$ cat src/rtl/nrd_pkg.sv
// Shared types and sizes for the 8-bit non-restoring divider control unit.
package nrd_pkg;

   localparam int NRD_WIDTH = 8;
   localparam int NRD_ITER  = 8;
   localparam int CNT_W     = $clog2(NRD_ITER);

   typedef enum logic [3:0] {
      IDLE    = 4'd0,
      LOAD_A  = 4'd1,
      LOAD_Q  = 4'd2,
      LOAD_M  = 4'd3,
      SHIFT   = 4'd4,
      ADDSUB  = 4'd5,
      SETQ    = 4'd6,
      CORRECT = 4'd7,
      OUT_Q   = 4'd8,
      OUT_A   = 4'd9,
      DONE    = 4'd10
   } nrd_state_e;

endpackage

$ cat src/rtl/nrd_step_counter.sv
// Iteration counter for the divider: counts completed SETQ steps, flags the last one.
module nrd_step_counter
   import nrd_pkg::*;
(
   input  logic             clk,
   input  logic             rst_b,
   input  logic             clear_i,
   input  logic             inc_i,
   output logic [CNT_W-1:0] count_o,
   output logic             last_o
);

   logic [CNT_W-1:0] count_q;
   logic [CNT_W-1:0] count_d;

   always_comb begin
      count_d = count_q;
      if (clear_i) begin
         count_d = '0;
      end else if (inc_i) begin
         // Natural wrap from NRD_ITER-1 back to 0 ends the division cleanly.
         count_d = count_q + 1'b1;
      end
   end

   always_ff @(posedge clk or negedge rst_b) begin
      if (!rst_b) begin
         count_q <= '0;
      end else begin
         count_q <= count_d;
      end
   end

   assign count_o = count_q;
   assign last_o  = (count_q == CNT_W'(NRD_ITER - 1));

endmodule

$ cat src/rtl/nrd_control_unit.sv
// Control FSM for an 8-bit non-restoring divider datapath (A, Q, M registers).
// Optional divide-by-zero abort enabled by defining NRD_DIV0_CHECK_EN.
module nrd_control_unit
   import nrd_pkg::*;
(
   input  logic             clk,
   input  logic             rst_b,
   input  logic             start,
   input  logic             s,
   input  logic             m_zero,
   output logic             c0,
   output logic             c1,
   output logic             c2,
   output logic             c3,
   output logic             c4,
   output logic             c5,
   output logic             c6,
   output logic             c7,
   output logic             c8,
   output logic             busy,
   output logic             done,
   output logic             div0,
   output logic [3:0]       dbg_state_o,
   output logic [CNT_W-1:0] dbg_iter_o
);

   nrd_state_e state_q;
   nrd_state_e state_d;
   logic       sign_q;
   logic       sign_d;
   logic       div0_q;
   logic       div0_d;
   logic       cnt_clear;
   logic       cnt_inc;
   logic       cnt_last;

   nrd_step_counter u_step_counter (
      .clk     (clk),
      .rst_b   (rst_b),
      .clear_i (cnt_clear),
      .inc_i   (cnt_inc),
      .count_o (dbg_iter_o),
      .last_o  (cnt_last)
   );

   always_comb begin
      state_d   = state_q;
      sign_d    = sign_q;
      div0_d    = div0_q;
      cnt_clear = 1'b0;
      cnt_inc   = 1'b0;
      case (state_q)
         IDLE: begin
            if (start) begin
               state_d   = LOAD_A;
               cnt_clear = 1'b1;
               div0_d    = 1'b0;
            end
         end
         LOAD_A: state_d = LOAD_Q;
         LOAD_Q: state_d = LOAD_M;
         LOAD_M: begin
`ifdef NRD_DIV0_CHECK_EN
            if (m_zero) begin
               state_d = DONE;
               div0_d  = 1'b1;
            end else begin
               state_d = SHIFT;
            end
`else
            state_d = SHIFT;
`endif
         end
         SHIFT: begin
            // Sign of A before the shift decides add vs subtract next cycle.
            sign_d  = s;
            state_d = ADDSUB;
         end
         ADDSUB: state_d = SETQ;
         SETQ: begin
            cnt_inc = 1'b1;
            state_d = cnt_last ? CORRECT : SHIFT;
         end
         CORRECT: state_d = OUT_Q;
         OUT_Q:   state_d = OUT_A;
         OUT_A:   state_d = DONE;
         DONE:    state_d = IDLE;
         default: state_d = IDLE;
      endcase
   end

   always_ff @(posedge clk or negedge rst_b) begin
      if (!rst_b) begin
         state_q <= IDLE;
         sign_q  <= 1'b0;
         div0_q  <= 1'b0;
      end else begin
         state_q <= state_d;
         sign_q  <= sign_d;
         div0_q  <= div0_d;
      end
   end

   // Controls are decoded from the registered state only; start never reaches them.
   always_comb begin
      c0 = 1'b0;
      c1 = 1'b0;
      c2 = 1'b0;
      c3 = 1'b0;
      c4 = 1'b0;
      c5 = 1'b0;
      c6 = 1'b0;
      c7 = 1'b0;
      c8 = 1'b0;
      case (state_q)
         LOAD_A:  c0 = 1'b1;
         LOAD_Q:  c1 = 1'b1;
         LOAD_M:  c2 = 1'b1;
         SHIFT:   c6 = 1'b1;
         ADDSUB: begin
            c3 = 1'b1;
            c4 = ~sign_q;
         end
         SETQ:    c5 = 1'b1;
         CORRECT: c3 = s;
         OUT_Q:   c7 = 1'b1;
         OUT_A:   c8 = 1'b1;
         default: ;
      endcase
   end

   assign busy        = (state_q != IDLE) && (state_q != DONE);
   assign done        = (state_q == DONE);
   assign dbg_state_o = state_q;

`ifdef NRD_DIV0_CHECK_EN
   assign div0 = div0_q;
`else
   logic unused_m_zero;
   logic unused_div0_q;
   assign unused_m_zero = m_zero;
   assign unused_div0_q = div0_q;
   assign div0          = 1'b0;
`endif

endmodule

$ cat config.mk
export PLATFORM = sky130hd
export DESIGN_NAME = nrd_control_unit
export DESIGN_NICKNAME = d
export VERILOG_FILES = /design/src/rtl/nrd_pkg.sv /design/src/rtl/nrd_step_counter.sv /design/src/rtl/nrd_control_unit.sv
export SDC_FILE = /design/constraint.sdc
export NUM_CORES = 1
export LEC_CHECK = 0
export ABC_AREA = 0
export CAP_MARGIN = 10
export CORE_AREA = 2 2 39 41
export DETAILED_ROUTE_END_ITERATION = 7
export DIE_AREA = 0 0 41 43
export PLACE_DENSITY = 0.78
export REMOVE_ABC_BUFFERS = 1
export SLEW_MARGIN = 20
export SYNTH_ARGS = -nofsm -noshare
export SYNTH_HDL_FRONTEND = slang
export SYNTH_SLANG_ARGS = --single-unit
$ cat constraint.sdc
create_clock -name clk -period 2.8 [get_ports clk]
set_input_delay 0.28 -clock clk [delete_from_list [all_inputs] [get_ports clk]]
set_output_delay 0.28 -clock clk [all_outputs]
set_load 0.005 [all_outputs]
==> impl_metrics.env, run 1 <==
export IMPL_status="complete, no violations"
export IMPL_synth_avg_cell_area_sq_um=9.92
export IMPL_crit_path_cell_trace="nand2b_1 -> nor3_1 -> clkdlybuf4s50_1"
export IMPL_powerDensity_nw_per_um2=1160
export IMPL_area_growth_pct=38.6
export IMPL_yosys_warnings=0
export IMPL_fin_area_sq_um=742
export IMPL_ant_nets=0
export IMPL_sequentialPowerShare_pct=33.1
export IMPL_arrival_ns=1.78
export IMPL_synth_compound_area_share_pct=11.2
export IMPL_drcViolationCount=0
export IMPL_cp_max_fo=13
export IMPL_io_pins=24
export IMPL_cts_resized=0
export IMPL_core_sq_um=1380
export IMPL_synth_simple_area_share_pct=30.4
export IMPL_combPwrFrac_pct=56.6
export IMPL_rr_startpoint="dbg_state_o[3]"
export IMPL_port_buffers=21
export IMPL_regArea_sq_um=200
export IMPL_synthMuxAreaShare_pct=2.10
export IMPL_layout_common_cells="clkdlybuf4s50_1 (21), dfrtp_1 (8), nor2_1 (7)"
export IMPL_timing_rr_end="sign_q"
export IMPL_slew_viol_final=0
export IMPL_final_common_cell="clkdlybuf4s50_1"
export IMPL_slowest_stage="dfrtp_1"
export IMPL_cts_tree="built"
export IMPL_rsz0062_at_grt="no"
export IMPL_post_place_cells=86
export IMPL_grt_pass1_wl_mm=1.83
export IMPL_fill_cells=130
export IMPL_htreeDepth=1
export IMPL_critPathLaunchType="register"
export IMPL_grt_ovfl_total=0
export IMPL_fmax_mhz=484
export IMPL_grt_usage_pct=15.1
export IMPL_final_cell_count_no_fill=89
export IMPL_via_per_inst=5.07
export IMPL_num_rows=14
export IMPL_clk_pin_slew_ns=0.06
export IMPL_die_h_microns=43
export IMPL_numClockSinks=8
export IMPL_antenna_found_initial=0
export IMPL_yosys_register_bits=8
export IMPL_min_delay_path_class="input port to asynchronous set/reset pin"
export IMPL_place_hpwl_microns=844
export IMPL_die_w_microns=41
export IMPL_ff2ff_path_depth=3
export IMPL_grt_pass1_vias=426
export IMPL_p_sw_uw=336
export IMPL_dieArea_sq_um=1760
export IMPL_synthAdderAreaFrac_pct=4.67
export IMPL_post_place_ws_ns=0.987
export IMPL_syn_inst=54
export IMPL_post_route_period_util_pct=73.7
export IMPL_cts_setup_buffers=0
export IMPL_final_setup_tns_ns=0
export IMPL_netlist_cell_type_count=27
export IMPL_clock_root_buffer="clkbuf_4"
export IMPL_critPathRequiredTime_ns=2.52
export IMPL_skew_ns=0.00541
export IMPL_clockBufferDepth=2
export IMPL_clock_power_share_pct=10.4
export IMPL_wl_per_cell_microns=13.0
export IMPL_leakagePower_uw=0.000302
export IMPL_slowest_delay_ns=0.53
export IMPL_synth_top_family_by_area="simple AND/OR/NAND/NOR gates"
export IMPL_diodes=0
export IMPL_crit_path_end_kind="output port"
export IMPL_grt_max_degree=14
export IMPL_placed_area_sq_um=719
export IMPL_switching_share_pct=39.2
export IMPL_max_vdd_ir_drop_v=0.000593
export IMPL_worst_setup_path_type="register to output port"
export IMPL_gp_congestion=0.750
export IMPL_cts_buffers=3
export IMPL_period_minus_slack_ns=2.06
export IMPL_setup_ws_ns=0.736
export IMPL_nNetsFinal=82
export IMPL_drt_iter0_markers=2
export IMPL_setup_viol=0
export IMPL_maxCapViolCount=0
export IMPL_p_int_uw=521
export IMPL_dr_pass1_iters=3
export IMPL_wl_mm=1.16
export IMPL_multiInputGateArea_sq_um=289
export IMPL_synth_xor_area_share_pct=4.91
export IMPL_rrSetupSlack_ns=1.47
export IMPL_synth_seq_area_share_pct=37.4
export IMPL_vias=451
export IMPL_hold_viol=0
export IMPL_mappedNetlistArea_sq_um=536
export IMPL_postCtsHoldBufs=0
export IMPL_initial_core_util_pct=38.7
export IMPL_clk_latency_ns=0.25
export IMPL_drive_gt1_share_pct=11.0
==> through the flow <==
step | power [uW] | hold slack, ns | utilization [%]
after floorplan | 514 | -0.0156 | -
after global placement | 758 | 0.478 | 52.0
after detailed placement | 771 | 0.496 | 52.0
after CTS | 866 | 0.313 | 53.6
after global routing | 926 | 0.338 | 53.6
final | 857 | 0.311 | 53.6
==> synth_stat cells <==
library cell	count	area [sq um]
nand2b_1	2	12.5
o311a_1	1	10.0
nor2b_1	2	12.5
and4bb_2	1	12.5
conb_1	1	3.75
nor3b_1	1	7.51
nor3_1	2	10.0
nor3_2	1	10.0
xnor2_1	1	8.76
o22ai_1	2	12.5
o21a_1	1	7.51
buf_4	1	7.51
nand2b_4	1	13.8
buf_6	3	33.8
mux2_1	1	11.3
a21oi_1	3	15.0
nand2_1	3	11.3
dfrtp_1	8	200
or2_4	1	8.76
nor4b_4	1	23.8
nor2_1	7	26.3
o21ai_0	3	15.0
or2b_1	1	7.51
or3_1	1	6.26
ha_1	2	25.0
buf_2	1	5.00
xor2_1	2	17.5
==> worst max-delay path by stage <==
stage | to | slack, ns | startpoint
4_1_cts | c4 | 0.71 | dbg_state_o[1]
3_3_place_gp | c4 | 1.0 | dbg_state_o[1]
5_1_grt | c4 | 0.64 | dbg_state_o[1]
3_5_place_dp | c4 | 0.99 | dbg_state_o[1]
2_1_floorplan | busy | 1.51 | dbg_state_o[1]
6_report | c4 | 0.74 | dbg_state_o[1]
==> power by group through the flow <==
stage | Clock [uW] | Combinational [uW] | Sequential [uW]
final | 88.9 | 485 | 283
after global routing | 97.8 | 532 | 296
after CTS | 91.9 | 491 | 283
after detailed placement | 0 | 486 | 285
after global placement | 0 | 479 | 279
after floorplan | 0 | 251 | 263
==> layer usage <==
| metal | share of wire [%] | track usage [%] | up-vias |
|---|---|---|---|
| met2 | 48 | 23.8 | 9 |
| li1 | - | - | 228 |
| met3 | 4.3 | 1.57 | 0 |
| met4 | 0 | 6.00 | 0 |
| met1 | 47 | 20.3 | 214 |
| met5 | 0 | 0 | - |
==> logic make-up after synthesis <==
kind of cell | count (synthesis)
flip-flops | 8
other | 1
buffers and inverters | 5
AO/OA/AOI/OAI | 10
multiplexers | 1
adder cells (fa/ha/maj) | 2
AND/OR/NAND/NOR | 24
XOR/XNOR | 3
==> flip-flops by register name, summed over array words and instances, names as in the netlist <==
name and count:
u_step_counter.count_o 3, sign_q 1, dbg_state_o 4
==> cell type report <==
cell class / count / area share [%]
clock buffers: 3 / 3.04
multi-input cells: 41 / 39.0
flip-flops and latches: 8 / 27.0
well taps: 16 / 2.70
repair buffers: 21 / 28.3
==> worst max-delay path, delay by kind of cell (launching register included) <==
kind | cells | cell delay, ns
buf+inv | 1 | 0.52
flops | 1 | 0.53
simple gates | 2 | 0.49
No activity file was read; power rests on OpenSTA's default activity.
==> run 2, diff against run 1 <==
CORE_AREA = default   (was 2 2 39 41)
CORE_UTILIZATION = 39   (was default)
DIE_AREA = default   (was 0 0 41 43)
PLACE_DENSITY = 0.76   (was 0.78)
clock period = 2.1 ns   (was 2.8 ns; I/O delays follow)
==> run 2 against run 1 <==
Net effect: sequential power rose by 32%; global-route usage rose by 0.75 points; worst hold slack got worse by 0.080 ns; total power rose by 31%; cell area fell by 0.17%; sequential share of layout area rose by 0.21 points; die area fell by 13%; core utilization rose by 8.8 points; non-clock buffer count did not move; flip-flop and latch count did not move; combinational power rose by 32%; clock skew rose by 0.0011 ns; highest routed layer is now met4.
==> impl_metrics.env, run 2 (synthesis results as in run 1) <==
export IMPL_drive_gt1_share_pct=12.3
export IMPL_grt_ovfl_total=0
export IMPL_drt_iter0_markers=9
export IMPL_wl_mm=1.02
export IMPL_grt_pass1_vias=366
export IMPL_diodes=0
export IMPL_area_growth_pct=38.3
export IMPL_final_common_cell="clkdlybuf4s50_1"
export IMPL_setup_viol=0
export IMPL_cp_max_fo=10
export IMPL_io_pins=24
export IMPL_rsz0062_at_grt="no"
export IMPL_nNetsFinal=82
export IMPL_post_route_period_util_pct=93.1
export IMPL_worst_setup_path_type="register to output port"
export IMPL_cts_setup_buffers=0
export IMPL_critPathLaunchType="register"
export IMPL_final_setup_tns_ns=0
export IMPL_slowest_delay_ns=0.53
export IMPL_cts_buffers=3
export IMPL_core_sq_um=1190
export IMPL_drcViolationCount=0
export IMPL_port_buffers=21
export IMPL_clock_root_buffer="clkbuf_4"
export IMPL_crit_path_cell_trace="or2b_1 -> nor3_1 -> clkdlybuf4s50_1"
export IMPL_fmax_mhz=512
export IMPL_antenna_found_initial=0
export IMPL_num_rows=12
export IMPL_setup_ws_ns=0.145
export IMPL_clockBufferDepth=2
export IMPL_wl_per_cell_microns=11.7
export IMPL_hold_viol=0
export IMPL_skew_ns=0.00651
export IMPL_dr_pass1_iters=4
export IMPL_crit_path_end_kind="output port"
export IMPL_htreeDepth=1
export IMPL_die_w_microns=39.1
export IMPL_ant_nets=0
export IMPL_die_h_microns=39.1
export IMPL_min_delay_path_class="input port to asynchronous set/reset pin"
export IMPL_post_place_ws_ns=0.352
export IMPL_clk_latency_ns=0.24
export IMPL_cts_resized=0
export IMPL_slowest_stage="clkdlybuf4s50_1"
export IMPL_numClockSinks=8
export IMPL_vias=436
export IMPL_place_hpwl_microns=777
export IMPL_max_vdd_ir_drop_v=0.00102
export IMPL_status="complete, no violations"
export IMPL_grt_max_degree=14
export IMPL_via_per_inst=5.01
export IMPL_powerDensity_nw_per_um2=1510
export IMPL_layout_common_cells="clkdlybuf4s50_1 (21), nor2_1 (7), dfrtp_1 (7)"
export IMPL_gp_congestion=0.738
export IMPL_fill_cells=108
export IMPL_postCtsHoldBufs=0
export IMPL_period_minus_slack_ns=1.95
export IMPL_largest_reg_flops=4
export IMPL_clk_pin_slew_ns=0.05
export IMPL_grt_pass1_wl_mm=1.64
export IMPL_leakagePower_uw=0.000301
export IMPL_slew_viol_final=0
export IMPL_maxCapViolCount=0
export IMPL_cts_tree="built"
export IMPL_critPathRequiredTime_ns=1.89
export IMPL_initial_core_util_pct=45.1
export IMPL_grt_usage_pct=15.9
export IMPL_dieArea_sq_um=1530
export IMPL_arrival_ns=1.74
[run 2: cell counts in the layout (fill, tap and decap cells not counted)]
No cell type changed its count.
[run 2: through the flow]
stage / area (sq um) / std cells / power [uW] / hold slack [ns] / utilization [%]
3_3_place_gp: 717 / 84 / 1010 / 0.490 / 60.4
3_5_place_dp: 717 / 84 / 1020 / 0.492 / 60.4
5_1_grt: 741 / 87 / 1220 / 0.262 / 62.4
2_1_floorplan: 489 / 49 / 685 / -0.0856 / -
4_1_cts: 739 / 87 / 1130 / 0.237 / 62.3
6_report: 741 / 87 / 1120 / 0.231 / 62.4
[run 2: report_power, final]
group | switching (uW) | internal (uW)
Sequential | 145 | 229
Clock | 43.4 | 64.8
Combinational | 238 | 401
[run 2: final timing paths]
check / from / endpoint / slack, ns / cells past startpoint
setup / recovery: dbg_state_o[3] / c7 / 0.15 / 3
hold / removal: rst_b / u_step_counter.count_o[1] / 0.23 / 1
setup reg to reg: dbg_state_o[2] / u_step_counter.count_o[2] / 0.78 / 3
hold reg to reg: sign_q / sign_q / 0.50 / 1
max in group asynchronous: rst_b / dbg_state_o[1] / 1.59 / 1
min in group clk: sign_q / sign_q / 0.50 / 1
[run 2: critical path: cells and delay by family (launching register included)]
kind / cells / cell delay, ns
and+or+nand+nor: 2 / 0.47
DFF: 1 / 0.51
buffers and inverters: 1 / 0.53
[run 2: final cells by class]
cell class / instances / area, sq um / share of cell area, %
sequential: 8 / 201 / 27.2
tap: 14 / 17.5 / 2.36
timing repair buffer: 21 / 210 / 28.4
clock buffer: 3 / 22.5 / 3.04
multi-input combinational: 41 / 289 / 39.0
[run 2: routing by layer]
metal	vias up	share of wire (%)	GRT usage (%)
met2	20	40	22.5
li1	226	-	-
met5	-	0	0
met1	188	52	23.2
met4	0	0.59	5.17
met3	2	7.1	4.05
==> variant 1, RTL diff (config.mk and constraints of run 2) <==
Register the output `c6`; this adds one clock of latency there. The other outputs are not delayed to match.
--- a/src/rtl/nrd_control_unit.sv
+++ b/src/rtl/nrd_control_unit.sv
@@ -24,4 +24,6 @@
    output logic [CNT_W-1:0] dbg_iter_o
 );
+
+   logic c6_d;
 
    nrd_state_e state_q;
@@ -110,5 +112,5 @@
       c4 = 1'b0;
       c5 = 1'b0;
-      c6 = 1'b0;
+      c6_d = 1'b0;
       c7 = 1'b0;
       c8 = 1'b0;
@@ -117,5 +119,5 @@
          LOAD_Q:  c1 = 1'b1;
          LOAD_M:  c2 = 1'b1;
-         SHIFT:   c6 = 1'b1;
+         SHIFT:   c6_d = 1'b1;
          ADDSUB: begin
             c3 = 1'b1;
@@ -144,4 +146,8 @@
 `endif
 
+   always_ff @(posedge clk) begin
+      c6 <= c6_d;
+   end
+
 endmodule
 
Check against the original RTL: not equivalent (a bounded check fails within 10 cycles, from zero or initial values and one cycle with rst_b low).
==> variant 1 against run 2 <==
Worst setup slack worse by 35 ps; via count up 5.0%; hold slack worse by 4.8 ps; synthesized cell count grew 1.9%; area after synthesis is 3.7% higher; cell count grew 3.4%; critical path type unchanged; wire length is 12% higher; design area grew 3.4%; critical path depth stayed put; sequential power increased by 8.3%; critical endpoint unchanged; sequential cell count is 1 higher; total power up 5.8%.
==> variant 1: results (changes against run 2) <==
| Metric | Value |
|---|---|
| Post-synth ARST share | 0.889 (was 1.00) |
| Critical path data arrival time | 1780 ps (was 1740 ps) |
| Status | completed (unchanged) |
| Capture instance of the worst register-to-register path | u_step_counter.count_o[0]$_DFFE_PN0P_ (was u_step_counter.count_o[2]$_DFFE_PN0P_) |
| Net count of the finished layout | 83 (was 82) |
| Routed via count | 458 (was 436) |
| Total track usage | 0.163 (was 0.159) |
| Clock-pin slew of the registers on the worst-case setup and hold paths | 60 ps |
| Max VDD drop | 0.000707 V (was 0.00102 V) |
| Area contributors post-synth | sky130_fd_sc_hd__dfrtp_1 36%, sky130_fd_sc_hd__buf_6 6.1%, sky130_fd_sc_hd__nor2_1 4.7%, sky130_fd_sc_hd__ha_1 4.5%, sky130_fd_sc_hd__nor4b_4 4.3% (was sky130_fd_sc_hd__dfrtp_1 37%, sky130_fd_sc_hd__buf_6 6.3%, sky130_fd_sc_hd__nor2_1 4.9%, sky130_fd_sc_hd__ha_1 4.7%, sky130_fd_sc_hd__nor4b_4 4.4%) |
| Clock skew after layout | 3.26 ps (was 6.51 ps) |
| Global-route wire length before repair | 1640 um (about the same) |
| Post-synthesis mux area share | 0.0203 (was 0.0210) |
| Antenna violations before repair | 0 (unchanged) |
| Worst setup slack after placement | 364 ps (was 352 ps) |
| Lkg Pwr | 0.000311 uW (was 0.000301 uW) |
| Compound-Gate Fraction of Synth Area | 0.108 (was 0.112) |
| Number of global-route vias before repair | 345 (was 366) |
| Weighted congestion reported at the end of routability-driven placement | 0.785 (was 0.738) |
| Starting DRT DRC Count | 12 (was 9) |
| Total of fill cells in the finished design | 121 (was 108) |
| Worst-case register-to-register setup slack | 750 ps (was 780 ps) |
| Clock Latency Late Sink | 260 ps (was 240 ps) |
| Xor and xnor area share after synthesis | 0.0473 (was 0.0491) |
| Routed wire length | 1150 um (was 1020 um) |
| Share of cells above drive strength 1 | 0.120 (was 0.123) |
==> variant 1: changes by cell type after synthesis <==
cell,change
sky130_fd_sc_hd__dfxtp_1,+1
==> variant 1: what timing repair did <==
action,CTS,global route
resized for setup,0,1
hold buffers,0,0
buffers inserted,0,0
setup endpoints to repair,0,1
==> variant 1: per-layer routing <==
layer	GRT usage	share of wire
met5	0	0
met4	0.103	0.0052
met3	0.0398	0.068
met2	0.197	0.40
met1	0.245	0.52
==> variant 1: stage by stage <==
stage               area (um^2)   util  hold slack [ps]  cells
floorplan                   509      -            -85.6     50
global placement            738  0.560              477     86
detailed placement          738  0.560              483     86
CTS                         764  0.580              235     90
global route                766  0.581              253     90
finish                      766  0.581              226     90
==> variant 1: critical path: cells and delay by family, from the launching register on <==
kind	cells	cell delay (ps)
flops	1	520
buf+inv	1	530
simple gates	2	470
==> variant 1: worst max-delay path by stage <==
stage	slack (ps)	from	endpoint
5_1_grt	9	dbg_state_o[0]$_DFFE_PN0P_	c4
3_5_place_dp	360	dbg_state_o[1]$_DFFE_PN0P_	c4
2_1_floorplan	870	dbg_state_o[2]$_DFFE_PN0P_	u_step_counter.count_o[0]$_DFFE_PN0P_
6_report	110	dbg_state_o[3]$_DFFE_PN0P_	c7
4_1_cts	80	dbg_state_o[1]$_DFFE_PN0P_	c4
3_3_place_gp	350	dbg_state_o[1]$_DFFE_PN0P_	c4
==> variant 1: final cells by class <==
class / count / share of cell area
flip-flops and latches: 9 / 0.289
repair buffers: 21 / 0.275
clock buffers: 4 / 0.0343
multi-input cells: 41 / 0.377
well taps: 15 / 0.0245
==> variant 1: power by group <==
part / switching (uW) / leakage, uW / internal (uW)
registers: 149 / 0.000109 / 256
clock network: 59.6 / 0.0000150 / 73.2
logic: 247 / 0.000187 / 402
==> variant 2, RTL diff (flow settings as in run 2) <==
Without the edit above. Set the package constant `NRD_ITER` to 16 (it was 8).
--- a/src/rtl/nrd_pkg.sv
+++ b/src/rtl/nrd_pkg.sv
@@ -3,5 +3,5 @@
 
    localparam int NRD_WIDTH = 8;
-   localparam int NRD_ITER  = 8;
+   localparam int NRD_ITER  = 16;
    localparam int CNT_W     = $clog2(NRD_ITER);
 
Interface: changed (resized dbg_iter_o); port bits go from 24 to 25. No check against the original RTL was run, so the function may have changed too.
==> variant 2 against run 2 <==
Hold slack gained 18 ps; design area grew 12%; die area grew 9.3%; first-iteration DRC count grew 22%; critical path type unchanged; wire length grew 22%; core utilization shrank 0.82 points; cell count grew 13%; global-route usage grew 1.7 points; worst setup slack lost 7.6 ps; critical path depth is the same; sequential cell count grew 1; highest routed layer unchanged; area after synthesis grew 9.8%; total power grew 0.18%; largest cell class unchanged.
==> variant 2: results (changes against run 2) <==
| Metric | Value |
|---|---|
| Placed inst area | 805 um^2 (was 717 um^2) |
| Count of buffers from port buffering | 22 (was 21) |
| Worst setup path endpoint | c0 (was c7) |
| Xor and xnor area share after synthesis | 0.0447 (was 0.0491) |
| Post-Syn Area per Cell | 9.80 um^2 (was 9.92 um^2) |
| Total track usage | 0.175 (was 0.159) |
| Part of the Yosys area used for sequential elements | 0.383 (was 0.374) |
| Cell depth of the worst flop-to-flop path | 4 (was 3) |
| Via density per instance | 5.24 (was 5.01) |
| Routed wire length | 1250 um (was 1020 um) |
| Adder-cell area share of the yosys netlist | 0.0213 (was 0.0467) |
| Status | completed (unchanged) |
| Post-synthesis mux area share | 0.0362 (was 0.0210) |
| Placed cell count | 94 (was 84) |
| Global-route wire length before repair | 1770 um (was 1640 um) |
| Share of cells above drive strength 1 | 0.145 (was 0.123) |
| Startpoint of the most critical setup path | dbg_state_o[1]$_DFFE_PN0P_ (was dbg_state_o[3]$_DFFE_PN0P_) |
| Number of global-route vias before repair | 404 (was 366) |
| Net count of the finished layout | 90 (was 82) |
| Lkg Pwr | 0.000335 uW (was 0.000301 uW) |
| Clock skew after layout | 6.92 ps (was 6.51 ps) |
| Biggest fanout along the worst timing path | 13 (was 10) |
| Compound-Gate Fraction of Synth Area | 0.0787 (was 0.112) |
| Worst setup slack after placement | 399 ps (was 352 ps) |
| Worst-case setup margin in the final layout | 138 ps (was 145 ps) |
| Worst-case register-to-register setup slack | 660 ps (was 780 ps) |
| Top cells by instance count after synthesis | 9 x sky130_fd_sc_hd__dfrtp_1, 6 x sky130_fd_sc_hd__nor2_1, 6 x sky130_fd_sc_hd__nor3_1, 4 x sky130_fd_sc_hd__nand2b_1, 3 x sky130_fd_sc_hd__buf_2 (was 8 x sky130_fd_sc_hd__dfrtp_1, 7 x sky130_fd_sc_hd__nor2_1) |
variant 2: report_power, final:
group	switching (uW)	internal, uW
clock network	53.3	72.8
registers	135	240
logic	238	385
variant 2: worst max-delay path, stage by stage (launching register included):
cell	delay, ps
sky130_fd_sc_hd__dfrtp_1	520
sky130_fd_sc_hd__nand2b_1	280
sky130_fd_sc_hd__nor3_1	170
sky130_fd_sc_hd__clkdlybuf4s50_1	520
variant 2: area by class of cell:
class                      instances  area, um^2
timing repair buffer              25         243
clock buffer                       4        26.3
multi-input combinational         45         318
tap                               15        18.8
sequential                         9         226
fill                             134         518
variant 2: cell families (layout without fill, tap and decap cells):
logic type	after synthesis	in the layout
xor gates and xnor gates	3	3
other	1	1
DFF	9	9
AOI/OAI and AO/OA	6	6
buffers and inverters	6	29
muxes	2	2
and+or+nand+nor	32	32
adders and majority gates	1	1
variant 2: metal layers:
metal,up-vias,wire length (um),track usage
li1,261,-,-
met1,242,587,0.228
met2,9,601,0.246
met3,2,46,0.0978
met4,0,15,0.0500
met5,-,0,0
